`src/rtl/tnoc_flit_serializer.sv`:
```
// Packet-to-flit converter: emits a latched packed header as HEADER_FLITS flits,
// then passes payload beats straight through as one flit each.
//
// state   | meaning
// --------+--------------------------------------------------------------
// IDLE    | waiting for a header; header_ready=1, link idle
// HEADER  | sending header slices LSB first, beat_cnt selects the slice
// PAYLOAD | combinational pass-through of payload beats until last beat
module tnoc_flit_serializer #(
  parameter int FLIT_DATA_WIDTH = 64,
  parameter int HEADER_WIDTH    = 128,
  parameter int PAYLOAD_WIDTH   = 64
) (
  input  logic                       i_clk,
  input  logic                       i_rst,
  input  logic                       i_header_valid,
  output logic                       o_header_ready,
  input  logic [HEADER_WIDTH-1:0]    i_header,
  input  logic                       i_header_only,
  input  logic                       i_payload_valid,
  output logic                       o_payload_ready,
  input  logic [PAYLOAD_WIDTH-1:0]   i_payload,
  input  logic                       i_payload_last,
  output logic                       o_flit_valid,
  input  logic                       i_flit_ready,
  output logic [FLIT_DATA_WIDTH+2:0] o_flit
);

  localparam int FW           = FLIT_DATA_WIDTH;
  localparam int HEADER_FLITS = (HEADER_WIDTH + FW - 1) / FW;
  localparam int PAD_W        = HEADER_FLITS * FW;
  localparam int CNT_W        = $clog2(HEADER_FLITS) + 1;
  localparam logic [CNT_W-1:0] LAST_BEAT = CNT_W'(HEADER_FLITS - 1);

  if (PAYLOAD_WIDTH > FLIT_DATA_WIDTH) begin : g_bad_payload_width
    $error("tnoc_flit_serializer: PAYLOAD_WIDTH must not exceed FLIT_DATA_WIDTH");
  end

  typedef enum logic [1:0] {
    IDLE    = 2'd0,
    HEADER  = 2'd1,
    PAYLOAD = 2'd2
  } state_t;

  state_t           state_q;
  state_t           state_d;
  logic [CNT_W-1:0] beat_cnt;
  logic [PAD_W-1:0] header_q;
  logic             header_only_q;
  logic [FW-1:0]    hdr_data;
  logic             last_beat;
  logic [FW-1:0]    flit_data;
  logic             flit_tail;
  logic             flit_head;
  logic             flit_type;

  // header_q is zero-padded to a whole number of flits, so the top slice
  // carries zeros above HEADER_WIDTH.
  always_ff @(posedge i_clk) begin
    if (i_rst) begin
      state_q       <= IDLE;
      beat_cnt      <= '0;
      header_q      <= '0;
      header_only_q <= 1'b0;
    end else begin
      state_q <= state_d;
      if (state_q == IDLE && i_header_valid) begin
        header_q      <= PAD_W'(i_header);
        header_only_q <= i_header_only;
        beat_cnt      <= '0;
      end else if (state_q == HEADER && i_flit_ready) begin
        beat_cnt <= beat_cnt + CNT_W'(1);
      end
    end
  end

  always_comb begin
    hdr_data = '0;
    for (int i = 0; i < HEADER_FLITS; i++) begin
      if (beat_cnt == CNT_W'(i)) hdr_data = header_q[i*FW +: FW];
    end
  end

  assign last_beat = (beat_cnt == LAST_BEAT);

  always_comb begin
    state_d         = state_q;
    o_header_ready  = 1'b0;
    o_payload_ready = 1'b0;
    o_flit_valid    = 1'b0;
    flit_data       = '0;
    flit_tail       = 1'b0;
    flit_head       = 1'b0;
    flit_type       = 1'b0;
    case (state_q)
      IDLE: begin
        o_header_ready = 1'b1;
        if (i_header_valid) state_d = HEADER;
      end
      HEADER: begin
        o_flit_valid = 1'b1;
        flit_data    = hdr_data;
        flit_head    = (beat_cnt == '0);
        flit_tail    = last_beat && header_only_q;
        if (i_flit_ready && last_beat) state_d = header_only_q ? IDLE : PAYLOAD;
      end
      PAYLOAD: begin
        o_flit_valid    = i_payload_valid;
        o_payload_ready = i_flit_ready;
        flit_data       = FW'(i_payload);
        flit_type       = 1'b1;
        flit_tail       = i_payload_last;
        if (i_payload_valid && i_flit_ready && i_payload_last) state_d = IDLE;
      end
      default: state_d = IDLE;
    endcase
  end

  assign o_flit = {flit_data, flit_tail, flit_head, flit_type};

endmodule
```
`config.mk`:
```
export PLATFORM = sky130hd
export DESIGN_NAME = tnoc_flit_serializer
export DESIGN_NICKNAME = d
export VERILOG_FILES = /design/src/rtl/tnoc_flit_serializer.sv
export SDC_FILE = /design/constraint.sdc
export NUM_CORES = 1
export LEC_CHECK = 0
export ABC_CLOCK_PERIOD_IN_PS = 3700
export CAP_MARGIN = 10
export CORE_MARGIN = 4
export CORE_UTILIZATION = 48
export CTS_CLUSTER_DIAMETER = 100
export DETAILED_ROUTE_END_ITERATION = 8
export PLACE_DENSITY_LB_ADDON = 0.3
export SKIP_CTS_REPAIR_TIMING = 1
export SLEW_MARGIN = 20
export SYNTH_ARGS = -nofsm -noshare
export SYNTH_HDL_FRONTEND = slang
export SYNTH_SLANG_ARGS = --single-unit
```
`constraint.sdc`:
```
create_clock -name i_clk -period 3.7 [get_ports i_clk]
set_input_delay 0.74 -clock i_clk [delete_from_list [all_inputs] [get_ports i_clk]]
set_output_delay 0.74 -clock i_clk [all_outputs]
set_load 0.03 [all_outputs]
```
==> results of run 1 <==
==> final timing paths <==
kind	from	endpoint	slack [ns]
setup / recovery	state_q[0]$_SDFFE_PP0P_	o_flit[3]	0.16
hold / removal	header_q[70]$_SDFFE_PP0P_	header_q[70]$_SDFFE_PP0P_	0.45
setup reg to reg	state_q[0]$_SDFFE_PP0P_	header_q[22]$_SDFFE_PP0P_	1.65
hold reg to reg	header_q[70]$_SDFFE_PP0P_	header_q[70]$_SDFFE_PP0P_	0.45
==> routing by layer <==
layer  routed length (um)  part of all wire (%)
met1                 8660                    41
met2                10500                    50
met3                 1360                   6.4
met4                  564                   2.7
met5                    0                     0
==> registers in the layout, indices dropped and copies added, names as in the netlist <==
name,flops
header_only_q,1
header_q,128
beat_cnt,2
state_q,2
==> power by group through the flow <==
stage / clock (mW) / sequential (mW) / combinational (mW)
3_5_place_dp: 0 / 1.80 / 2.22
3_3_place_gp: 0 / 1.79 / 2.19
4_1_cts: 1.87 / 1.77 / 2.23
6_report: 1.84 / 1.77 / 2.22
5_1_grt: 1.93 / 1.80 / 2.44
2_1_floorplan: 0 / 1.77 / 1.55
==> synthesized netlist by cell type, drive strengths merged <==
cell type,instances
a21boi,64
a21oi,130
a222oi,1
a32oi,1
and2,67
and3b,64
buf,54
clkbuf,36
dfxtp,133
ha,7
inv,5
mux2i,3
nand2,325
nand2b,3
nand3,1
nor2b,2
nor3,2
o21ai,64
or3b,1
xnor2,1
==> through the flow <==
stage	cells	hold slack (ns)
after floorplan	964	0.432
after global placement	1338	0.437
after detailed placement	1338	0.442
after CTS	1370	0.450
after global routing	1370	0.460
final	1370	0.448
==> tightest hold or removal path: stages (launching register included) <==
cell	delay [ns]
dfxtp_1	0.30
nand2_1	0.05
a21oi_1	0.05
==> layout make-up <==
cell class / count / area share [%]
Multi-Input combinational cell: 736 / 37.9
Timing Repair Buffer: 284 / 27.7
Sequential cell: 133 / 25.8
Clock buffer: 18 / 4.25
Tap cell: 180 / 2.18
Clock inverter: 14 / 2.01
Inverter: 5 / 0.182
==> kinds of logic after synthesis <==
family	synth area share [%]
AOI/OAI and AO/OA	21.0
xor gates and xnor gates	0.125
adders and majority gates	1.25
buffers and inverters	7.15
DFF	38.0
muxes	0.428
and+or+nand+nor	32.1
==> metrics.txt, run 1 <==
status complete, no violations; total number of vias 7079; die height 129 um; final hold violation count 0; first-pass GRT wire length 32.9 mm; FP Rows 43; Skew-Pair Late Insertion Delay 0.41 ns; Slew Limit Fails 0; P&R area growth vs syn 47.2%; share of layout cells above drive strength 1 4.79%; total CTS buffers 17; PwrDens 565 mW/mm^2; total grt overflow 0; Final Skew 0.00504 ns; Detailed Route Iter0 Violations 441; Final min period 3.54 ns; Mapped Cells 964; FMAX 283 MHz; initial antenna violation count 0; met3 usage 6.68%; top cell type by total area after synthesis dfxtp_1; DRT antenna net count 0; Worst path top cell family by delay buffers and inverters; Seq pwr share 30.4%; Die ar. 0.0166 mm^2; switching part of the total 34.2%; synth warn 0; pin count of the biggest net entering global routing 80; distinct cell type count after synthesis 26; fin crit share 95.6%; CTS Root Cell clkbuf_16; syn_nets 1170; #FFs+latches synth 133; NetSw 1.99 mW; DR vias/cell 5.17; worst min-delay path class flop to flop; Setup WS pre-CTS 0.494 ns; average routed wire per standard cell 15.4 um; critical path required time 2.96 ns; critical path depth 5; synthesized area 0.00702 mm^2; Pint 3.84 mW; Initial Utilization 49.8%; Diodes inserted 0; slowest stage delay, CP 0.73 ns; largest cells by area after synthesis dfxtp_1, nand2_1, a21oi_1; FF+latch area 0.00266 mm^2; CTS tree yes; GR Util met1 28.8%; Worst Tran Pin Value 0.891 ns; Max VDD drop 368 uV; Core Area 0.0141 mm^2; gr usage total 24.7%; Layout Utilization 73.3%; Leak 3.88 nW; CP Max Fanout 48; CP startpoint kind flop; Setup crit end kind output port; Critical-path top delay cell clkdlybuf4s50_1; clock slew at reported path FFs 0.06 ns; met2 usage 42.8%; Clk network pwr share 31.5%; commonest cells after routing, fill and taps aside nand2_1, clkdlybuf4s50_1, dfxtp_1, a21oi_1, and2_1; number of buffers added on ports 268; Combinational Power Share 38.1%; hold path cells 2; placed cell areas 0.00965 mm^2; R2R cell count 6; Max-Cap Viols 0; # DRC 0; sequential area share after synthesis 38.0%; RSZ-0062 raised after global routing false; fill cell count 1139; top cell type's share of synthesized area 38.0%; Rel. slew slack 40.6%; clk sinks 133; Buf/Inv on CP 3; routability congestion estimate from global placement 0.800; Critical Path AT 2.80 ns; total power 5.83 mW; final instance area 0.0103 mm^2; drt first pass iters 4; most common cell after layout, fill and taps aside nand2_1; Die W 129 um; vias in the first global route 6799; Routed WL 21.1 mm; Max Buffers Root-to-Sink 2; nets 1383; H-tree Lvls 4; I/O Pins 269; CP Class flop to output port; worst setup margin 0.162 ns; setup tns final 0 ns; crit path cell chain inv_1 -> ha_2 -> buf_12 -> a21boi_0 -> clkdlybuf4s50_1; most used routing layer met2; Setup violations, final 0; DP HPWL 14.4 mm; average size of a mapped cell 7.28 um^2; Multi-input gate area 0.00391 mm^2
(Power assumes the default switching activity.)
==> inputs of run 2 (changes only) <==
--- a/config.mk
+++ b/config.mk
@@ -5,9 +5,8 @@
 export SDC_FILE = /design/constraint.sdc
 export NUM_CORES = 1
 export LEC_CHECK = 0
-export ABC_CLOCK_PERIOD_IN_PS = 3700
 export CAP_MARGIN = 10
-export CORE_MARGIN = 4
+export CORE_MARGIN = 2
 export CORE_UTILIZATION = 48
 export CTS_CLUSTER_DIAMETER = 100
 export DETAILED_ROUTE_END_ITERATION = 8
==> metrics.txt, run 2 (same netlist as run 1, synthesis figures left out) <==
share of layout cells above drive strength 1 4.95% (was 4.79%); Die ar. 0.0156 mm^2 (was 0.0166 mm^2); Pint 3.88 mW (was 3.84 mW); FP Rows 44 (was 43); WL met3 1.18 mm (was 1.36 mm); first-pass GRT wire length 33.2 mm (was 32.9 mm); Max Buffers Root-to-Sink 2 (unchanged); top sig layer met4 (unchanged); Core Area 0.0144 mm^2 (was 0.0141 mm^2); CP Max Fanout 27 (was 48); die height 125 um (was 129 um); Layout Utilization 71.8% (was 73.3%); Seq pwr share 30.1% (was 30.4%); clk sinks 133 (unchanged); final instance area 0.0104 mm^2 (was 0.0103 mm^2); setup slack, reg-to-reg 1.69 ns (was 1.65 ns); Max-Cap Viols 0 (unchanged); Slew Limit Fails 0 (unchanged); Buf/Inv on CP 3 (unchanged); worst r2r src state_q[1]$_SDFFE_PP0P_ (was state_q[0]$_SDFFE_PP0P_); # DRC 0 (unchanged); Detailed Route Iter0 Violations 433 (was 441); NetSw 2.01 mW (was 1.99 mW); max reg flops 128 (unchanged); top flop regs header_q x128, beat_cnt x2, state_q x2 (unchanged); wl on met1 8.85 mm (was 8.66 mm); Hold Path End header_q[104]$_SDFFE_PP0P_ (was header_q[70]$_SDFFE_PP0P_); Combinational Power Share 38.2% (was 38.1%); fin crit share 93.2% (was 95.6%); hold path start header_q[104]$_SDFFE_PP0P_ (was header_q[70]$_SDFFE_PP0P_); R2R cell count 6 (unchanged); total grt overflow 0 (unchanged); met2 wire length 10.1 mm (was 10.5 mm); fill cell count 1183 (was 1139); number of buffers added on ports 268 (unchanged); DRT antenna net count 0 (unchanged); CP Class flop to output port (unchanged); critical path required time 2.96 ns (about the same); CTS Root Cell clkbuf_16 (unchanged); DR vias/cell 5.13 (was 5.17); Critical-path top delay cell clkdlybuf4s50_1 (unchanged); routability congestion estimate from global placement 0.806 (was 0.800); Final Skew 0.00497 ns (was 0.00504 ns); total CTS buffers 17 (unchanged); I/O Pins 269 (unchanged); Final min period 3.45 ns (was 3.54 ns); Skew-Pair Late Insertion Delay 0.41 ns (about the same); Setup violations, final 0 (unchanged); CTS tree yes (unchanged); Setup crit end kind output port (unchanged); Max VDD drop 430 uV (was 368 uV); gr usage total 25.9% (was 24.7%); clock slew at reported path FFs 0.06 ns (about the same); worst setup margin 0.251 ns (was 0.162 ns); total number of vias 7065 (was 7079); placed cell areas 0.00969 mm^2 (was 0.00965 mm^2); most common cell after layout, fill and taps aside nand2_1 (unchanged); Clk network pwr share 31.6% (was 31.5%); DP HPWL 13.7 mm (was 14.4 mm); switching part of the total 34.1% (was 34.2%); P&R area growth vs syn 47.7% (was 47.2%); Initial Utilization 48.6% (was 49.8%); hold path cells 2 (unchanged); commonest cells after routing, fill and taps aside nand2_1, clkdlybuf4s50_1, dfxtp_1, a21oi_1, and2_1 (unchanged); Critical Path AT 2.71 ns (was 2.80 ns); Die W 125 um (was 129 um); pin count of the biggest net entering global routing 66 (was 80); Rel. slew slack 57.7% (was 40.6%); RSZ-0062 raised after global routing false (unchanged); Worst Tran Pin Value 0.635 ns (was 0.891 ns); H-tree Lvls 4 (unchanged); Setup WS pre-CTS 0.583 ns (was 0.494 ns); Diodes inserted 0 (unchanged); Largest Register header_q (unchanged); average routed wire per standard cell 14.9 um (was 15.4 um); critical register-to-register path endpoint header_q[32]$_SDFFE_PP0P_ (was header_q[22]$_SDFFE_PP0P_); initial antenna violation count 0 (unchanged); CP startpoint kind flop (unchanged); crit path cell chain inv_1 -> ha_2 -> buf_4 -> and3b_1 -> o21ai_0 -> a21boi_1 -> clkdlybuf4s50_1 (was inv_1 -> ha_2 -> buf_12 -> a21boi_0 -> clkdlybuf4s50_1); status complete, no violations (unchanged); vias in the first global route 6742 (was 6799); PwrDens 568 mW/mm^2 (was 565 mW/mm^2); slowest stage delay, CP 0.69 ns (was 0.73 ns); FMAX 290 MHz (was 283 MHz); drt first pass iters 4 (unchanged); setup tns final 0 ns (unchanged); nets 1386 (was 1383); Worst path top cell family by delay buffers and inverters (unchanged); worst min-delay path class flop to flop (unchanged); Routed WL 20.5 mm (was 21.1 mm); final hold violation count 0 (unchanged); Leak 3.90 nW (was 3.88 nW)
[run 2: per-layer routing]
| metal | up-vias | GRT usage [%] |
|---|---|---|
| met2 | 202 | 45.2 |
| met5 | - | 0 |
| met3 | 22 | 5.67 |
| met1 | 3240 | 31.8 |
| met4 | 0 | 8.17 |
| li1 | 3601 | - |
[run 2: area by class of cell]
cell class / instances / area (um^2) / share of cell area [%]
Clock buffer: 20 / 457 / 4.41
Inverter: 5 / 18.8 / 0.181
Sequential cell: 133 / 2660 / 25.7
Timing Repair Buffer: 287 / 2900 / 28.0
Tap cell: 184 / 230 / 2.22
Multi-Input combinational cell: 736 / 3890 / 37.6
Clock inverter: 12 / 201 / 1.94
[run 2: worst reg2reg max path: stages (launching register included)]
cell,delay (ns)
dfxtp_1,0.32
inv_1,0.13
ha_2,0.25
and2_4,0.57
buf_4,0.40
nand2_1,0.12
a21oi_1,0.13
[run 2: power by group through the flow]
stage	Sequential, mW	Clock (mW)	Combinational [mW]
6_report	1.77	1.86	2.25
4_1_cts	1.77	1.89	2.26
3_5_place_dp	1.80	0	2.25
2_1_floorplan	1.77	0	1.55
3_3_place_gp	1.79	0	2.22
5_1_grt	1.80	1.95	2.47
[run 2: worst max path at each step]
stage	slack [ns]	startpoint	endpoint	cells after the start
2_1_floorplan	1.14	state_q[0]$_SDFFE_PP0P_	o_flit[3]	5
3_3_place_gp	0.64	state_q[1]$_SDFFE_PP0P_	o_flit[58]	6
3_5_place_dp	0.58	state_q[1]$_SDFFE_PP0P_	o_flit[3]	6
4_1_cts	0.12	state_q[1]$_SDFFE_PP0P_	o_flit[3]	6
5_1_grt	0.05	beat_cnt[1]$_SDFFE_PP0P_	o_flit[37]	7
6_report	0.25	beat_cnt[1]$_SDFFE_PP0P_	o_flit[31]	7
[run 2: through the flow]
stage	hold WS [ns]	power [mW]	instances
after global placement	0.437	4.01	1345
after global routing	0.467	6.22	1377
after detailed placement	0.442	4.05	1345
after floorplan	0.432	3.32	964
final	0.447	5.89	1377
after CTS	0.450	5.92	1377
==> inputs of run 3 (changes only) <==
--- a/config.mk
+++ b/config.mk
@@ -10,6 +10,7 @@
 export CORE_UTILIZATION = 48
 export CTS_CLUSTER_DIAMETER = 100
 export DETAILED_ROUTE_END_ITERATION = 8
+export GPL_ROUTABILITY_DRIVEN = 0
 export PLACE_DENSITY_LB_ADDON = 0.3
 export SKIP_CTS_REPAIR_TIMING = 1
 export SLEW_MARGIN = 20
==> results of run 3 <==
No change in the layout: final DEF, timing and power equal those of run 2.
